[src/rtl/scan_pkg.sv]
`default_nettype none
// ============================================================================
// Module      : scan_pkg
// Description : Shared types and constants for the scan index sequencer:
//               FSM state encoding, select width, default blanking length
//               and the load clamp helper.
// Revision    : 1.0 - initial release
// ============================================================================
package scan_pkg;

    localparam int          SEL_W         = 3;
    localparam int unsigned BLANK_CYC_DEF = 1;

    typedef enum logic [1:0] {
        ST_IDLE  = 2'd0,
        ST_RUN   = 2'd1,
        ST_BLANK = 2'd2
    } scan_state_e;

    // Forced index values are limited to the active scan range.
    function automatic logic [SEL_W-1:0] clamp_sel(
        input logic [SEL_W-1:0] val,
        input logic [SEL_W-1:0] lim
    );
        return (val > lim) ? lim : val;
    endfunction

endpackage : scan_pkg
`default_nettype wire

[src/rtl/scan_prescaler.sv]
`default_nettype none
// ============================================================================
// Module      : scan_prescaler
// Description : DIV_W-bit up counter with synchronous clear and count enable.
//               tc flags the cycle in which the count equals div.
// Revision    : 1.0 - initial release
// ============================================================================
module scan_prescaler #(
    parameter int DIV_W = 16
) (
    input  logic             clk,
    input  logic             rst,
    input  logic             clr,
    input  logic             inc,
    input  logic [DIV_W-1:0] div,
    output logic             tc
);

    logic [DIV_W-1:0] count_q;
    logic [DIV_W-1:0] count_d;

    // Clear wins over increment so a step cycle restarts the period at 0.
    always_comb begin
        count_d = count_q;
        if (clr) begin
            count_d = '0;
        end else if (inc) begin
            count_d = count_q + DIV_W'(1);
        end
    end

    // Count register with synchronous reset.
    always_ff @(posedge clk) begin
        if (rst) begin
            count_q <= '0;
        end else begin
            count_q <= count_d;
        end
    end

    assign tc = (count_q == div);

endmodule : scan_prescaler
`default_nettype wire

[src/rtl/scan_index_sequencer.sv]
`default_nettype none
// ============================================================================
// Module      : scan_index_sequencer
// Description : Generates the 3-bit select index for a 3-to-8 one-hot
//               decoder. Steps up or down at a programmable rate, wraps at a
//               programmable last index and blanks the outputs for
//               BLANK_CYC cycles after every step.
// Revision    : 1.0 - initial release
// ============================================================================
module scan_index_sequencer #(
    parameter int          DIV_W     = 16,
    parameter int unsigned BLANK_CYC = scan_pkg::BLANK_CYC_DEF
) (
    input  logic                       clk,
    input  logic                       rst,
    input  logic                       en,
    input  logic                       dir,
    input  logic [scan_pkg::SEL_W-1:0] last,
    input  logic [DIV_W-1:0]           div,
    input  logic                       load,
    input  logic [scan_pkg::SEL_W-1:0] load_val,
    output logic [scan_pkg::SEL_W-1:0] sel,
    output logic                       tick,
    output logic                       wrap,
    output logic                       blank
);

    import scan_pkg::*;

    localparam int          BCNT_W     = (BLANK_CYC > 1) ? $clog2(BLANK_CYC) : 1;
    localparam int unsigned BLANK_LAST = (BLANK_CYC > 0) ? (BLANK_CYC - 1) : 0;

    scan_state_e        state_q, state_d;
    logic [SEL_W-1:0]   sel_q, sel_d;
    logic               tick_q, tick_d;
    logic               wrap_q, wrap_d;
    logic               blank_q, blank_d;
    logic [BCNT_W-1:0]  bcnt_q, bcnt_d;

    logic               ps_clr;
    logic               ps_inc;
    logic               ps_tc;
    logic [SEL_W-1:0]   step_sel;
    logic               step_wrap;

    scan_prescaler #(
        .DIV_W (DIV_W)
    ) u_prescaler (
        .clk (clk),
        .rst (rst),
        .clr (ps_clr),
        .inc (ps_inc),
        .div (div),
        .tc  (ps_tc)
    );

    // Next index for a step; an out-of-range index snaps back into range.
    always_comb begin
        step_sel  = sel_q;
        step_wrap = 1'b0;
        if (!dir) begin
            if (sel_q >= last) begin
                step_sel  = '0;
                step_wrap = 1'b1;
            end else begin
                step_sel = sel_q + SEL_W'(1);
            end
        end else begin
            if (sel_q == '0) begin
                step_sel  = last;
                step_wrap = 1'b1;
            end else if (sel_q > last) begin
                step_sel = last;
            end else begin
                step_sel = sel_q - SEL_W'(1);
            end
        end
    end

    // FSM next state and registered-output next values; load overrides all.
    always_comb begin
        state_d = state_q;
        sel_d   = sel_q;
        tick_d  = 1'b0;
        wrap_d  = 1'b0;
        blank_d = blank_q;
        bcnt_d  = bcnt_q;
        ps_clr  = 1'b0;
        ps_inc  = 1'b0;

        if (load) begin
            sel_d  = clamp_sel(load_val, last);
            ps_clr = 1'b1;
            bcnt_d = '0;
            if (!en) begin
                state_d = ST_IDLE;
                blank_d = 1'b1;
            end else if (BLANK_CYC == 0) begin
                state_d = ST_RUN;
                blank_d = 1'b0;
            end else begin
                state_d = ST_BLANK;
                blank_d = 1'b1;
            end
        end else begin
            unique case (state_q)
                ST_IDLE: begin
                    ps_clr  = 1'b1;
                    blank_d = 1'b1;
                    if (en) begin
                        state_d = ST_RUN;
                        blank_d = 1'b0;
                    end
                end
                ST_RUN: begin
                    blank_d = 1'b0;
                    if (!en) begin
                        // A step falling in this cycle is dropped.
                        state_d = ST_IDLE;
                        blank_d = 1'b1;
                        ps_clr  = 1'b1;
                    end else if (ps_tc) begin
                        sel_d  = step_sel;
                        tick_d = 1'b1;
                        wrap_d = step_wrap;
                        ps_clr = 1'b1;
                        if (BLANK_CYC != 0) begin
                            state_d = ST_BLANK;
                            blank_d = 1'b1;
                            bcnt_d  = '0;
                        end
                    end else begin
                        ps_inc = 1'b1;
                    end
                end
                ST_BLANK: begin
                    ps_clr = 1'b1;
                    if (!en) begin
                        state_d = ST_IDLE;
                        blank_d = 1'b1;
                    end else if (bcnt_q == BCNT_W'(BLANK_LAST)) begin
                        state_d = ST_RUN;
                        blank_d = 1'b0;
                    end else begin
                        bcnt_d = bcnt_q + BCNT_W'(1);
                    end
                end
                default: begin
                    state_d = ST_IDLE;
                    blank_d = 1'b1;
                    ps_clr  = 1'b1;
                end
            endcase
        end
    end

    // State and output registers with synchronous reset.
    always_ff @(posedge clk) begin
        if (rst) begin
            state_q <= ST_IDLE;
            sel_q   <= '0;
            tick_q  <= 1'b0;
            wrap_q  <= 1'b0;
            blank_q <= 1'b1;
            bcnt_q  <= '0;
        end else begin
            state_q <= state_d;
            sel_q   <= sel_d;
            tick_q  <= tick_d;
            wrap_q  <= wrap_d;
            blank_q <= blank_d;
            bcnt_q  <= bcnt_d;
        end
    end

    assign sel   = sel_q;
    assign tick  = tick_q;
    assign wrap  = wrap_q;
    assign blank = blank_q;

endmodule : scan_index_sequencer
`default_nettype wire

[config.mk]
export PLATFORM = sky130hd
export DESIGN_NAME = scan_index_sequencer
export DESIGN_NICKNAME = d
export VERILOG_FILES = /design/src/rtl/scan_pkg.sv /design/src/rtl/scan_prescaler.sv /design/src/rtl/scan_index_sequencer.sv
export SDC_FILE = /design/constraint.sdc
export NUM_CORES = 1
export LEC_CHECK = 0
export ABC_AREA = 1
export BUFFER_PORTS_ARGS = -buffer_cell sky130_fd_sc_hd__buf_2
export CAP_MARGIN = 0
export CORE_ASPECT_RATIO = 1.4
export CORE_UTILIZATION = 59
export DETAILED_ROUTE_END_ITERATION = 10
export PLACE_DENSITY = 0.88
export SKIP_LAST_GASP = 1
export SYNTH_ARGS = -nofsm -noshare
export SYNTH_HDL_FRONTEND = slang
export SYNTH_SLANG_ARGS = --single-unit
[constraint.sdc]
create_clock -name clk -period 2.7 [get_ports clk]
set_input_delay 0.27 -clock clk [delete_from_list [all_inputs] [get_ports clk]]
set_output_delay 0.27 -clock clk [all_outputs]
set_load 0.03 [all_outputs]
## Yosys cells after proc, flatten, opt, wreduce, memory -nomap -nowiden

Cells that the tools add are included.

| storage, ports and cells | value |
|---|---|
| word-level logic and storage cells | 77 |
| output and inout bits | 6 |
| input bits | 27 |
| flip-flop bits (word level) | 25 |

| cells by class | value |
|---|---|
| eq/ne operators | 10 |
| order comparisons | 3 |
| $add $sub $neg | 4 |
| reduce and logical (&&, ||, !) cells | 13 |
| multiplexer cells | 37 |
| bitwise logic cells | 3 |

Operators by type and width:

| cell | number |
|---|---|
| $mux 3 | 9 |
| $mux 1 | 18 |
| $add 16x1->16 const B | 1 |
| $eq 16x16->1 | 1 |
| $mux 2 | 7 |
| $ne 4x4->1 const B | 2 |
| $reduce_bool 2->1 | 4 |
| $gt 3x3->1 | 2 |
| $ne 2x2->1 const B | 3 |
| $ne 3x3->1 const B | 2 |
| $pmux 2 s3 | 1 |
| $reduce_and 3->1 | 2 |
| $reduce_or 5->1 | 1 |
| $reduce_and 4->1 | 1 |
| $reduce_or 2->1 | 2 |
| $reduce_or 4->1 | 1 |
| $add 3x1->3 const B | 1 |
| $ge 3x3->1 | 1 |
| $logic_not 3->1 | 1 |
| $not 1->1 | 3 |
| $pmux 1 s3 | 1 |
| $sub 3x1->3 const B | 1 |
| $eq 2x1->1 const B | 1 |
| $eq 2x2->1 const B | 1 |
| other kinds (3) | 3 |

## Longest topological paths before layout

| depth | value |
|---|---|
| depth after elaboration | 8 |
| gate-level depth with buffers | 11 |
| depth with buffers taken out | 11 |

## Modules after synthesis

Synthesis repeated with hierarchy kept, for this count alone.

| unflattened totals | value |
|---|---|
| cell total of the unflattened synthesis | 257 |
| area total of the unflattened synthesis | 1741.7 um2 |

Modules (own cells, without submodules):

| module | cells an instance | times used | seq. area each (um2) | area an instance (um2) |
|---|---|---|---|---|
| scan_prescaler | 161 | 1 | 320.3 | 1076.0 |
| scan_index_sequencer | 96 | 1 | 160.2 | 665.6 |

## Worst setup path before layout

Ideal clock, no wire load.

| timing path | value |
|---|---|
| path type | reg2reg |
| from | register sel_q[2], in the netlist sel[2] |
| to | register sel_q[2], in the netlist sel[2] |
| clock period less this slack | 1.684 ns |
| cell stages (with the launch flop) | 11 |
| path buffers | 0 |
| data required time | 2.636 ns |
| arrival time | 1.620 ns |
| slack | 1.016 ns |
| library setup time | 0.064 ns |
| path through | dfxtp_1 > ha_1 > a21oi_1 > nand2_1 > nand2_1 > nand2_1 > nand2_1 > nand3_1 > a21oi_1 > nor2_1 > nor2_1 |

| on the way | value |
|---|---|
| longest elaborated chain between the ends | 8 |
| elaborated cells on any way between the ends | 13 |
| classes of those cells | 2 x add/sub; 2 x order compare; 8 x mux; 1 x reduce/logical |

RTL lines:

| item | RTL line | text |
|---|---|---|
| start: declaration | scan_index_sequencer.sv:34 | `logic [SEL_W-1:0] sel_q, sel_d;` |
| start signal: assignment | scan_index_sequencer.sv:168 | `sel_q <= sel_d;` |
| $sub 3x1->3 / $gt 3x3->1 (equally long branches) | scan_index_sequencer.sv:75, scan_index_sequencer.sv:72 |  |
| $mux 3 | scan_index_sequencer.sv:72 | `end else if (sel_q > last) begin` |
| $mux 3 | scan_index_sequencer.sv:69 | `if (sel_q == '0) begin` |
| $mux 3 (*) | scan_index_sequencer.sv:61 | `if (!dir) begin` |
| $mux 3 (*) | scan_index_sequencer.sv:122 | `end else if (ps_tc) begin` |
| $mux 3 (*) | scan_index_sequencer.sv:117 | `if (!en) begin` |
| $mux 3 (*) | scan_index_sequencer.sv:106 | `unique case (state_q)` |
| $mux 3 (*) | scan_index_sequencer.sv:91 | `if (load) begin` |

Every way passes the cells marked *; elsewhere a longest branch is shown, timed or not. The select of a mux whose other input is x is not followed.
A chain may end at the register's enable or synchronous reset.

## Final worst setup path

| timing path | value |
|---|---|
| from | register sel_q[2], in the netlist sel[2] |
| to | register sel_q[0], in the netlist sel[0] |

| on the way | value |
|---|---|
| longest elaborated chain between the ends | 8 |
| elaborated cells on any way between the ends | 11 |
| classes of those cells | 2 x order compare; 8 x mux; 1 x reduce/logical |

RTL lines:

| item | RTL line |
|---|---|
| $gt 3x3->1 | scan_index_sequencer.sv:72 |
| $mux 3 | scan_index_sequencer.sv:72 |
| $mux 3 | scan_index_sequencer.sv:69 |
| $mux 3 (*) | scan_index_sequencer.sv:61 |
| $mux 3 (*) | scan_index_sequencer.sv:122 |
| $mux 3 (*) | scan_index_sequencer.sv:117 |
| $mux 3 (*) | scan_index_sequencer.sv:106 |
| $mux 3 (*) | scan_index_sequencer.sv:91 |

Marked as above.

==> summary.md <==
| Metric | Value |
|---|---|
| Most common cell in the netlist | `nand2_1` |
| Drc violations | `0` |
| Initial Util | `0.635` |
| CTS tree | `built` |
| CP Launch Type | `flip-flop` |
| Hold Path End | `state_q[1]` |
| Rows | `22` |
| Footprint of the multi-input gates | `1030 um^2` |
| Post-synth EDFFs | `0` |
| Post-DP HPWL | `2580 um` |
| Hold WC Path Type | `primary input to flip-flop` |
| Vias per cell | `4.88` |
| Core Area | `2700 um^2` |
| Antenna Nets Post-Route | `0` |
| Clock Sink Count | `24` |
| Reg2reg start | `sel[2]` |
| Avg Cell Area, Syn | `6.23 um^2` |
| Final min period | `1.70 ns` |
| Antenna violations before repair | `0` |
| Fmax | `588 MHz` |
| Critical path buffers and inverters | `0` |
| Worst setup EP type | `flip-flop` |
| DR pass1 iterations | `4` |
| Slowest CP cell | `dfxtp_1` |
| Largest net degree at the start of global routing | `15` |
| Clock Tree Buf Depth | `2` |
| Fin. Hold Viols | `0` |
| Layout cells sized above 1 | `0.210` |
| Tcrit/Tclk final | `0.629` |
| Area taken by flip-flops and latches | `480 um^2` |
| Post-Syn Area | `1710 um^2` |
| Final-layout fill cell count | `252` |
| Final #Nets | `347` |
| First-pass GRT wire length | `5670 um` |
| Setup violations, final | `0` |
| CP required | `2.99 ns` |
| Path type of the worst setup path | `flip-flop to flip-flop` |
| Die Span Y | `65.8 um` |
| CP max FO | `5` |
| Net count after synthesis | `312` |
| Post-route core utilization | `0.725` |
| # diodes | `0` |
| Total negative slack | `0 ns` |
| Crit path DAT | `1.99 ns` |
| Synth top area cells | `dfxtp_1 28%, nand2_1 21%, inv_1 8.5%` |
| Worst R2R End | `sel[0]` |
| Top cell type's share of synthesized area | `0.280` |
| Status | `finished, final reports clean` |
| Synth area leader | `dfxtp_1` |
| Worst-path clk slew | `0.13 ns` |
| Root Driver | `clkbuf_4` |
| Average wire per standard cell | `9.39 um` |
| Most common flop cell mapped by yosys | `dfxtp_1` |
| Slew Limit Fails | `0` |
| PortBufs | `32` |
| Hold_buf cts | `0` |
| Worst Hold Launch | `en` |
| Clock Skew | `0.00613 ns` |
| Die area | `3130 um^2` |
| Netlist cell types | `24` |
| Vias | `1682` |
| Post-CTS Resized | `0` |
| #FFs+latches synth | `24` |
| CTS Buf Count | `3` |
| DIE WIDTH | `47.5 um` |
| Asr flop ratio synth | `0` |
| Final Wtd Congestion | `0.831` |
| Setup bufs post-CTS | `0` |
| Worst path max stage delay | `0.47 ns` |
| Register area share after synthesis | `0.280` |
| Crit path max-delay family | `compound AO/OA/AOI/OAI gates` |
| H-tree levels | `1` |
| Leak | `0.984 nW` |
| CP Cell Sequence | `ha_1, a21oi_1, nand2_1, o21ai_0, nand3_1, a21oi_1, nor2_1, nor2_1` |
| Clock latency on the worst-skew pair | `0.34 ns` |
| Routed WL | `3240 um` |
| PD cells | `400 nW/um^2` |
| Gr usage total | `0.252` |
| Number of global-route vias before repair | `1469` |
| Worst-Margin Slew | `0.300 ns` |
| Worst VDD drop | `0.000525 V` |
| Ports | `33` |
| Max Cap Violations | `0` |
| Tot Pwr | `783 uW` |
| R2r setup slk | `1.00 ns` |
| RSZ-0062 raised after global routing | `no` |
| Starting DRC count in detailed routing | `46` |
| Cells after synthesis | `275` |
| R2r worst-path depth | `8` |
| Max-Slew Margin vs Limit | `0.800` |
| Hold Crit Depth | `3` |
| Synth warn | `0` |
| Final global-route overflow total | `0` |
| Top cells by count, synth | `95 x nand2_1, 39 x inv_1, 32 x nor2_1, 24 x dfxtp_1, 14 x nand3_1` |
| Area growth syn-to-layout | `14.2%` |
==> area by class of cell <==
type,count,share of cell area
multi-input cells,199,0.527
flip-flops and latches,24,0.246
inverters,50,0.0960
repair buffers,32,0.0819
well taps,36,0.0230
clock inverters,1,0.0154
clock buffers,3,0.0115
==> logic make-up after synthesis <==
group / share of synthesized area
xor gates and xnor gates: 0.0460
adders and majority gates: 0.0730
DFF: 0.280
AOI/OAI and AO/OA: 0.0504
and+or+nand+nor: 0.432
buffers and inverters: 0.118
==> cells in the final DEF, fill, tap and decap left out, types with 2 or more instances in the layout <==
| master | count |
|---|---|
| xor2_1 | 8 |
| a21oi_1 | 10 |
| dfxtp_1 | 24 |
| o21ai_0 | 6 |
| ha_1 | 10 |
| nand2_1 | 95 |
| nor3_2 | 3 |
| inv_2 | 11 |
| inv_1 | 39 |
| nor3_1 | 2 |
| nand3_2 | 5 |
| nor2_4 | 2 |
| clkbuf_4 | 3 |
| nand3_1 | 14 |
| nor2_2 | 5 |
| buf_2 | 32 |
| nor2_1 | 32 |
==> registers in the layout (all words and copies together) (netlist names) <==
signal               flops
sel                      3
state_q                  2
u_prescaler.count_q     16
blank                    1
tick                     1
wrap                     1
==> routing by layer <==
layer	vias up	wire length (um)	GRT usage
met4	0	92	0.153
met3	7	109	0.0522
li1	907	-	-
met5	-	0	0
met2	38	1650	0.420
met1	730	1380	0.279
==> worst max path at each step <==
stage | startpoint | end | slack (ns) | cells after the start
6_report | sel[2] | sel[0] | 1.00 | 8
5_1_grt | sel[2] | sel[2] | 0.83 | 10
4_1_cts | sel[2] | sel[0] | 1.02 | 8
3_5_place_dp | last[2] | sel[0] | 1.03 | 10
3_3_place_gp | last[2] | sel[0] | 1.10 | 10
2_1_floorplan | sel[2] | sel[2] | 1.02 | 10
==> worst register-to-register path, delay by kind of cell, from the launching register on <==
family / cells / cell delay [ns]
flops: 1 / 0.47
simple gates: 4 / 0.33
compound gates: 3 / 0.54
fa+ha+maj: 1 / 0.31
==> power by group <==
group | total, mW | internal, mW | switching (mW)
sequential | 0.366 | 0.360 | 0.00574
combinational | 0.152 | 0.0609 | 0.0906
clock | 0.265 | 0.151 | 0.115
total | 0.783 | 0.572 | 0.211
==> per-stage QoR <==
step / instance area (um^2) / hold WS (ns) / std cells / setup WS, ns
6_report: 1960 / 0.187 / 345 / 1.00
5_1_grt: 1960 / 0.203 / 345 / 0.833
4_1_cts: 1960 / 0.183 / 345 / 1.02
3_5_place_dp: 1900 / 0.459 / 341 / 1.03
3_3_place_gp: 1900 / 0.456 / 341 / 1.10
2_1_floorplan: 1710 / 0.409 / 275 / 1.02
(Power assumes the default switching activity.)
